`src/rtl/encoder83_pkg.sv`:
```
// Shared types, constants and the 74LS148-style encode function for encoder83_prio_sync.
package encoder83_pkg;

  typedef enum logic [1:0] {IDLE, WAIT_ACK, HOLD} state_t;

  // {GS_, A_} sample that represents "no key pressed"
  localparam logic [3:0] NOKEY_SAMPLE = 4'b1111;

  localparam int unsigned DB_CYCLES_DEFAULT = 4;

  // Returns {A_[2:0], GS_, EO_}; later loop iterations override earlier, so the highest low line wins.
  function automatic logic [4:0] prio_enc148(input logic ei_n, input logic [7:0] i_n);
    logic [4:0] r;
    r = 5'b11111;
    if (!ei_n) begin
      r = 5'b11110;
      for (int n = 0; n < 8; n++) begin
        if (!i_n[n]) r = {~3'(n), 1'b0, 1'b1};
      end
    end
    return r;
  endfunction

endpackage

```
`src/rtl/encoder83_prio_sync_stable_filter.sv`:
```
// Debounce filter: tracks a candidate {GS_,A_} sample and pulses once when it has been
// seen DB_CYCLES consecutive times.
module stable_filter
  import encoder83_pkg::*;
#(
  parameter int unsigned DB_CYCLES = DB_CYCLES_DEFAULT,
  parameter int unsigned DB_W      = 8
) (
  input  logic       clk,
  input  logic       rst,
  input  logic [3:0] sample,
  output logic [3:0] cand,
  output logic       stable_pulse
);

  logic [DB_W-1:0] cnt;

  // Pulse is registered alongside the count step that lands on DB_CYCLES-1.
  always_ff @(posedge clk or posedge rst) begin
    if (rst) begin
      cand         <= NOKEY_SAMPLE;
      cnt          <= '0;
      stable_pulse <= 1'b0;
    end else if (sample != cand) begin
      cand         <= sample;
      cnt          <= '0;
      stable_pulse <= 1'b0;
    end else begin
      if (cnt != DB_W'(DB_CYCLES)) cnt <= cnt + 1'b1;
      stable_pulse <= (cnt == DB_W'(DB_CYCLES - 2));
    end
  end

endmodule

```
`src/rtl/encoder83_prio_sync.sv`:
```
// Synchronized, debounced 8-to-3 priority encoder (74LS148 pins) with a valid/ack key-code event.
// Optional overrun flag is built when ENCODER83_OVERRUN_EN is defined.
module encoder83_prio_sync
  import encoder83_pkg::*;
#(
  parameter int unsigned DB_CYCLES = DB_CYCLES_DEFAULT,
  parameter int unsigned DB_W      = 8
) (
  input  logic       clk,
  input  logic       rst,
  input  logic       EI_,
  input  logic [7:0] I_,
  output logic [2:0] A_,
  output logic       GS_,
  output logic       EO_,
  output logic [2:0] code,
  output logic       valid,
  input  logic       ack
`ifdef ENCODER83_OVERRUN_EN
  ,
  output logic       overrun
`endif
);

  logic       ei_s1, ei_s2;
  logic [7:0] i_s1, i_s2;
  logic [4:0] enc;
  logic [3:0] sample;
  logic [3:0] cand;
  logic       stable_pulse;
  logic       cand_key;
  logic [2:0] cand_code;
  state_t     state;

  always_ff @(posedge clk or posedge rst) begin
    if (rst) begin
      ei_s1 <= 1'b1;
      ei_s2 <= 1'b1;
      i_s1  <= 8'hFF;
      i_s2  <= 8'hFF;
      A_    <= 3'b111;
      GS_   <= 1'b1;
      EO_   <= 1'b1;
    end else begin
      ei_s1 <= EI_;
      ei_s2 <= ei_s1;
      i_s1  <= I_;
      i_s2  <= i_s1;
      {A_, GS_, EO_} <= enc;
    end
  end

  assign enc    = prio_enc148(ei_s2, i_s2);
  assign sample = {enc[1], enc[4:2]};

  // Filter sees the same sample the pin register captures, so it stays in step with {GS_,A_}.
  stable_filter #(
    .DB_CYCLES (DB_CYCLES),
    .DB_W      (DB_W)
  ) u_filter (
    .clk          (clk),
    .rst          (rst),
    .sample       (sample),
    .cand         (cand),
    .stable_pulse (stable_pulse)
  );

  assign cand_key  = ~cand[3];
  assign cand_code = ~cand[2:0];

  always_ff @(posedge clk or posedge rst) begin
    if (rst) begin
      state <= IDLE;
      code  <= '0;
      valid <= 1'b0;
`ifdef ENCODER83_OVERRUN_EN
      overrun <= 1'b0;
`endif
    end else begin
      case (state)
        IDLE: begin
          if (stable_pulse && cand_key) begin
            code  <= cand_code;
            valid <= 1'b1;
            state <= WAIT_ACK;
          end
        end
        WAIT_ACK: begin
          if (ack) begin
            valid <= 1'b0;
            state <= HOLD;
`ifdef ENCODER83_OVERRUN_EN
            overrun <= 1'b0;
`endif
          end
`ifdef ENCODER83_OVERRUN_EN
          else if (stable_pulse && cand_key && (cand_code != code)) begin
            overrun <= 1'b1;
          end
`else
          // a new stable key arriving before ack is dropped without trace
`endif
        end
        HOLD: begin
          // Only a release or a different key re-arms; the same key never repeats.
          if (stable_pulse) begin
            if (!cand_key) begin
              state <= IDLE;
            end else if (cand_code != code) begin
              code  <= cand_code;
              valid <= 1'b1;
              state <= WAIT_ACK;
            end
          end
        end
        default: state <= IDLE;
      endcase
    end
  end

endmodule

```
`config.mk`:
```
export PLATFORM = sky130hd
export DESIGN_NAME = encoder83_prio_sync
export DESIGN_NICKNAME = d
export VERILOG_FILES = /design/src/rtl/encoder83_pkg.sv /design/src/rtl/encoder83_prio_sync_stable_filter.sv /design/src/rtl/encoder83_prio_sync.sv
export SDC_FILE = /design/constraint.sdc
export NUM_CORES = 1
export LEC_CHECK = 0
export BUFFER_PORTS_ARGS = -buffer_cell sky130_fd_sc_hd__buf_2
export CORE_MARGIN = 4
export CORE_UTILIZATION = 25
export DETAILED_ROUTE_END_ITERATION = 12
export PLACE_DENSITY = 0.51
export REMOVE_ABC_BUFFERS = 1
export SLEW_MARGIN = 25
export SYNTH_ARGS = -nofsm -noshare
export SYNTH_HDL_FRONTEND = slang
export SYNTH_SLANG_ARGS = --single-unit
```
`constraint.sdc`:
```
create_clock -name clk -period 3.6 [get_ports clk]
set_input_delay 0 -clock clk [delete_from_list [all_inputs] [get_ports clk]]
set_output_delay 0 -clock clk [all_outputs]
set_load 0.1 [all_outputs]
```
After elaboration in Yosys (flattened, before gate mapping)
Index checks and enable logic that the tools add are counted.

word-level totals
  register bits = 42
  bits in latches = 0
  RAM bits = 0
  ROM bits = 0
  input bits = 12
  output and inout bits = 9
  word-level logic and storage cells = 65
  memories = 0

cells by class
  add/subtract/negate cells = 1
  multiply operators = 0
  divide/modulo/power cells = 0
  $lt $le $gt $ge = 0
  equality and inequality tests = 12
  shift operators = 0
  multiplexer cells = 29
  bitwise gates (word level) = 2
  reductions and logical operators = 8

operator list
  kind                                                  count
  two-way mux 5 bit                                     8
  two-way mux 8 bit                                     2
  two-way mux 2 bit                                     6
  two-way mux 3 bit                                     4
  adder 8 x 1 -> 8 bit (second input constant)          1
  equality test 8 x 2 -> 1 bit (second input constant)  1
  != test 2 bit (second input constant)                 4
  != test 8 x 3 -> 1 bit (second input constant)        1
  two-way mux 1 bit                                     6
  one-hot mux 2 bit (3 select lines)                    1
  one-hot mux 3 bit (2 select lines)                    1
  AND reduction 6 bit                                   1
  AND reduction 5 bit                                   1
  != test 4 bit                                         1
  AND reduction 4 bit                                   1
  nonzero test 2 bit                                    2
  != test 3 x 2 -> 1 bit (second input constant)        1
  != test 3 bit                                         1
  inverter 3 bit                                        1
  one-hot mux 1 bit (3 select lines)                    1
  nonzero test 3 bit                                    1
  equality test 2 x 1 -> 1 bit (second input constant)  1
  equality test 2 bit (second input constant)           1
  zero test 2 bit                                       1
  other kinds (3)                                       3

Logic depth before layout (Yosys ltp)
  depth after elaboration = 11
  gate-level depth with buffers = 6
  gate-level depth less buffers = 6

By module
From an unflattened synthesis, not the netlist that was laid out.

second synthesis, totals
  cells, all modules = 131
  area total of the unflattened synthesis = 1626.6 um2

by module, submodules not included
  module               instances  cells each  area an instance (um2)  seq. area each (um2)
  encoder83_prio_sync  1          65          958.4                   754.5
  stable_filter        1          66          668.1                   330.3

Worst setup path after synthesis
OpenSTA, ideal clock, no wires.

  path kind = reg2reg
  start = register i_s2[7]
  end = register u_filter.cnt[0]
  setup time = 0.082 ns
  data arrival time = 1.681 ns
  data required time = 3.518 ns
  slack = 1.837 ns
  stages on the path, launching flop included = 7
  buffers on the path = 1
  clock period less this slack = 1.763 ns
  cells stage by stage = dfstp_2 and4_4 a41o_1 xor2_1 or3b_1 buf_6 nor3_2

between the ends
  cells in the longest elaborated chain, start to end = 4
  elaborated cells between the ends (all ways) = 5
  those cells by class = eq/ne (1); mux (3); reduce/logical (1)

RTL lines
  element                                                  line                                     source
  from (decl)                                              encoder83_prio_sync.sv:26                logic [7:0] i_s1, i_s2;
  from (signal assigned)                                   encoder83_prio_sync.sv:48                i_s2 <= i_s1;
  two-way mux 5 bit (*)                                    encoder83_pkg.sv:18                      if (!i_n[n]) r = {~3'(n), 1'b0, 1'b1};
  two-way mux 5 bit (*)                                    encoder83_pkg.sv:15                      if (!ei_n) begin
  named net enc[1]                                         encoder83_prio_sync.sv:27                logic [4:0] enc;
  != test 4 bit (*)                                        encoder83_prio_sync_stable_filter.sv:24  end else if (sample != cand) begin
  two-way mux 8 bit or nonzero test 2 bit (tied branches)  -
  to (signal assigned)                                     encoder83_prio_sync_stable_filter.sv:29  if (cnt != DB_W'(DB_CYCLES)) cnt <= cnt + 1'b1;
  to (decl)                                                encoder83_prio_sync_stable_filter.sv:16  logic [DB_W-1:0] cnt;

The timed path passes the listed nets; every way through them passes the cells marked *.
A chain may end at the register's enable or synchronous reset.

Final worst setup path
  start = register i_s2[7]
  end = register u_filter.stable_pulse

between the ends
  cells in the longest elaborated chain, start to end = 4

RTL lines
  element               line                                     source
  two-way mux 5 bit     encoder83_pkg.sv:18
  two-way mux 5 bit     encoder83_pkg.sv:15
  named net enc[1]      encoder83_prio_sync.sv:27
  != test 4 bit         encoder83_prio_sync_stable_filter.sv:24
  two-way mux 1 bit     encoder83_prio_sync_stable_filter.sv:24
  to (signal assigned)  encoder83_prio_sync_stable_filter.sv:30  stable_pulse <= (cnt == DB_W'(DB_CYCLES - 2));
  to (decl)             encoder83_prio_sync_stable_filter.sv:13  output logic stable_pulse

The timed path passes the listed nets, and every way through them passes these cells.

==> impl_metrics.ini <==
[yosys]
synth_cell_types = 34
synthFlopType = dfstp_2
async_reset_ff_share_pct = 100
synthTopCellsByArea = dfstp_2 (42%), dfrtp_1 (22%), nor3_2 (5.3%), xor2_1 (3.1%), o21ai_0 (2.4%)
yosysMostFrequentCell = dfstp_2
synth_cells = 133
synth_area_per_cell_um2 = 12.8
yosysSeqAreaShare_pct = 63.7
synth.ff_latch_count = 42
synth-edff-count = 0
synth_area_mm2 = 0.00170
synth_area_leader_cell = dfstp_2
synth_common_cells = dfstp_2 (27), dfrtp_1 (15), nand2_1 (10), nor3_2 (9), o21ai_0 (8)
synth-warning-count = 0
synth_top_area_share_pct = 41.7

[floorplanning]
die_h_um = 90.5
core-area_mm2 = 0.00649
die_x_um = 90.5
start_util_pct = 26.2
die_area_mm2 = 0.00820
rows = 29
io_pins = 21

[layout]
drive_above_1_share_pct = 40.9
antennaDiodeCount = 0
area_growth_pct = 24.0
final_area_mm2 = 0.00211
nets = 185
fillers = 639
final_cells = 248

[clock_tree]
clkSinkCount = 42
clk_path_buf_depth = 2
cts-buffers-inserted = 5
cts_tree = yes
cts_setup_buffers = 0
clk_latency_ns = 0.29
cts_hold_buffers = 11
path_clk_slew_ns = 0.08
h-tree-depth = 2
cts_root_buf = clkbuf_8
cts.repair.resized = 0

[place]
placed_cell_area_mm2 = 0.00189
dp.cells = 229
io_buffers = 20
finalWeightedCongestion = 0.708
hpwl_um = 2020

[global_routing]
grt_pass1_vias = 1079
track_usage_pct = 7.81
antenna_found_initial = 0
grt_pass1_wl_um = 5110
grt_max_degree = 43
overflow = 0

[setup_path]
path_class = reg -> reg
cp.arrival_ns = 2.28
timing.critical_path.from_type = flip-flop
r2r_cells = 5
cp_max_fo = 9
regToRegSetupSlack_ns = 1.53
r2r_start = i_s2[7]
r2r-end = u_filter.stable_pulse
cp-end-kind = flip-flop
required_ns = 3.81

[hold_path]
min_to = i_s1[4]
min_path_cells = 2
hp-class = in -> reg
hp-start = I_[4]

[pwr]
p_leak_nw = 0.879
powerDensity_mw_per_mm2 = 457
ir_drop_uv = 180

[status]
status = completed

[sta]
rsz0062_at_grt = no
setup_viol = 0
finalCritPeriodShare_pct = 57.4
max_freq_mhz = 484
hold_viol = 0
fin_tns_setup_ns = 0
worst_clock_skew_ns = 0.00430
final.min_clock_period_ns = 2.07
maxSlewHeadroom_pct = 54.1
drv_slew = 0
tightestPinTransition_ns = 0.687

[routing]
detail_route.wl_per_cell_um = 11.8
via_count = 1051
viasPerCell = 4.24
drc = 0
antenna_left = 0
drtIter0Drc = 39
routed_wirelength_um = 2920
drt-pass1-iter-count = 4

[run]
drv_cap = 0
## through the flow
| step | utilization (%) | setup slack, ns | hold WS, ns | power [mW] |
|---|---|---|---|---|
| global route | 32.5 | 1.42 | 0.346 | 1.01 |
| floorplan | - | 1.76 | 0.00448 | 0.584 |
| CTS | 32.5 | 1.53 | 0.327 | 0.984 |
| global placement | 29.1 | 1.59 | 0.107 | 0.607 |
| finish | 32.5 | 1.53 | 0.348 | 0.966 |
| detailed placement | 29.1 | 1.56 | 0.106 | 0.607 |
## cell families (layout without fill, tap and decap cells)
| kind of cell | after synthesis | count (layout) | synth area share [%] |
|---|---|---|---|
| DFF | 42 | 42 | 63.7 |
| AOI/OAI and AO/OA | 17 | 17 | 6.54 |
| and+or+nand+nor | 55 | 55 | 20.6 |
| xor gates and xnor gates | 9 | 9 | 4.63 |
| muxes | 1 | 1 | 0.588 |
| adders and majority gates | 3 | 3 | 2.20 |
| buffers and inverters | 6 | 44 | 1.76 |
## layout by cell type (no fill, tap or decap)
master and instances:
ha_1 3, and4_4 1, nand4b_1 3, dfrtp_1 15, or2_2 2, and3_1 2, a31oi_2 1, buf_2 20
inv_1 4, o21ai_0 8, a31oi_1 1, xor2_1 6, dfstp_2 27, nand2b_1 5, dlygate4sd3_1 11, nor2_1 6
nand3_1 4, nor3_2 9, nand3b_1 3, clkbuf_8 5, or3_1 1, nor3_1 3, and2_1 1, a21oi_1 2
a41o_1 2, xnor2_1 3, and2_2 1, clkinv_2 2, or4_1 1, nand4_1 2, buf_4 1, a21boi_0 1
a21o_1 1, mux2i_1 1, bufinv_16 1, nand2_1 10, a211oi_1 1, or3b_1 1
## worst max path at each step
stage	to	cells after the start	slack [ns]	from
3_5_place_dp	u_filter.stable_pulse	5	1.56	i_s2[7]
4_1_cts	u_filter.stable_pulse	5	1.53	i_s2[7]
2_1_floorplan	u_filter.cnt[0]	5	1.76	i_s2[7]
6_report	u_filter.stable_pulse	5	1.53	i_s2[7]
3_3_place_gp	u_filter.cnt[6]	5	1.59	i_s2[7]
5_1_grt	u_filter.stable_pulse	5	1.42	i_s2[6]
## layer usage
layer  vias up  routed length, um  track usage, %
met2        22               1230            11.1
met3         2                125            2.50
met1       493               1530            10.4
met4         0                 41            4.21
li1        534                  -               -
met5         -                  0               0
## final cells by class
type                       instances  area [um2]  share of cell area, %
sequential                        42        1080                   51.4
multi-input combinational         85         588                   27.9
timing repair buffer              32         218                   10.3
tap                               77        96.3                   4.56
clock buffer                       5        68.8                   3.26
clock inverter                     3        40.0                   1.90
inverter                           4        15.0                  0.711
## state kept, by name, indices dropped and copies added, names as in the netlist
name and cells:
ei_s2 1, ei_s1 1, GS_ 1, state 2, i_s1 8, u_filter.cand 4
code 3, i_s2 8, u_filter.cnt 8, EO_ 1, u_filter.stable_pulse 1, valid 1
A_ 3
## power breakdown
group	switching (mW)	internal, mW	total (mW)	leakage (nW)
registers	0.0135	0.503	0.516	0.488
clock network	0.155	0.204	0.359	0.0579
logic	0.0616	0.0287	0.0902	0.333
## worst max-delay path: stages (launching register included)
cell and delay [ns]:
dfstp_2 0.56, and4_4 0.28, a41o_1 0.25, xor2_1 0.08, or3b_1 0.60, nor3_2 0.22
No activity file was read; power rests on OpenSTA's default activity.
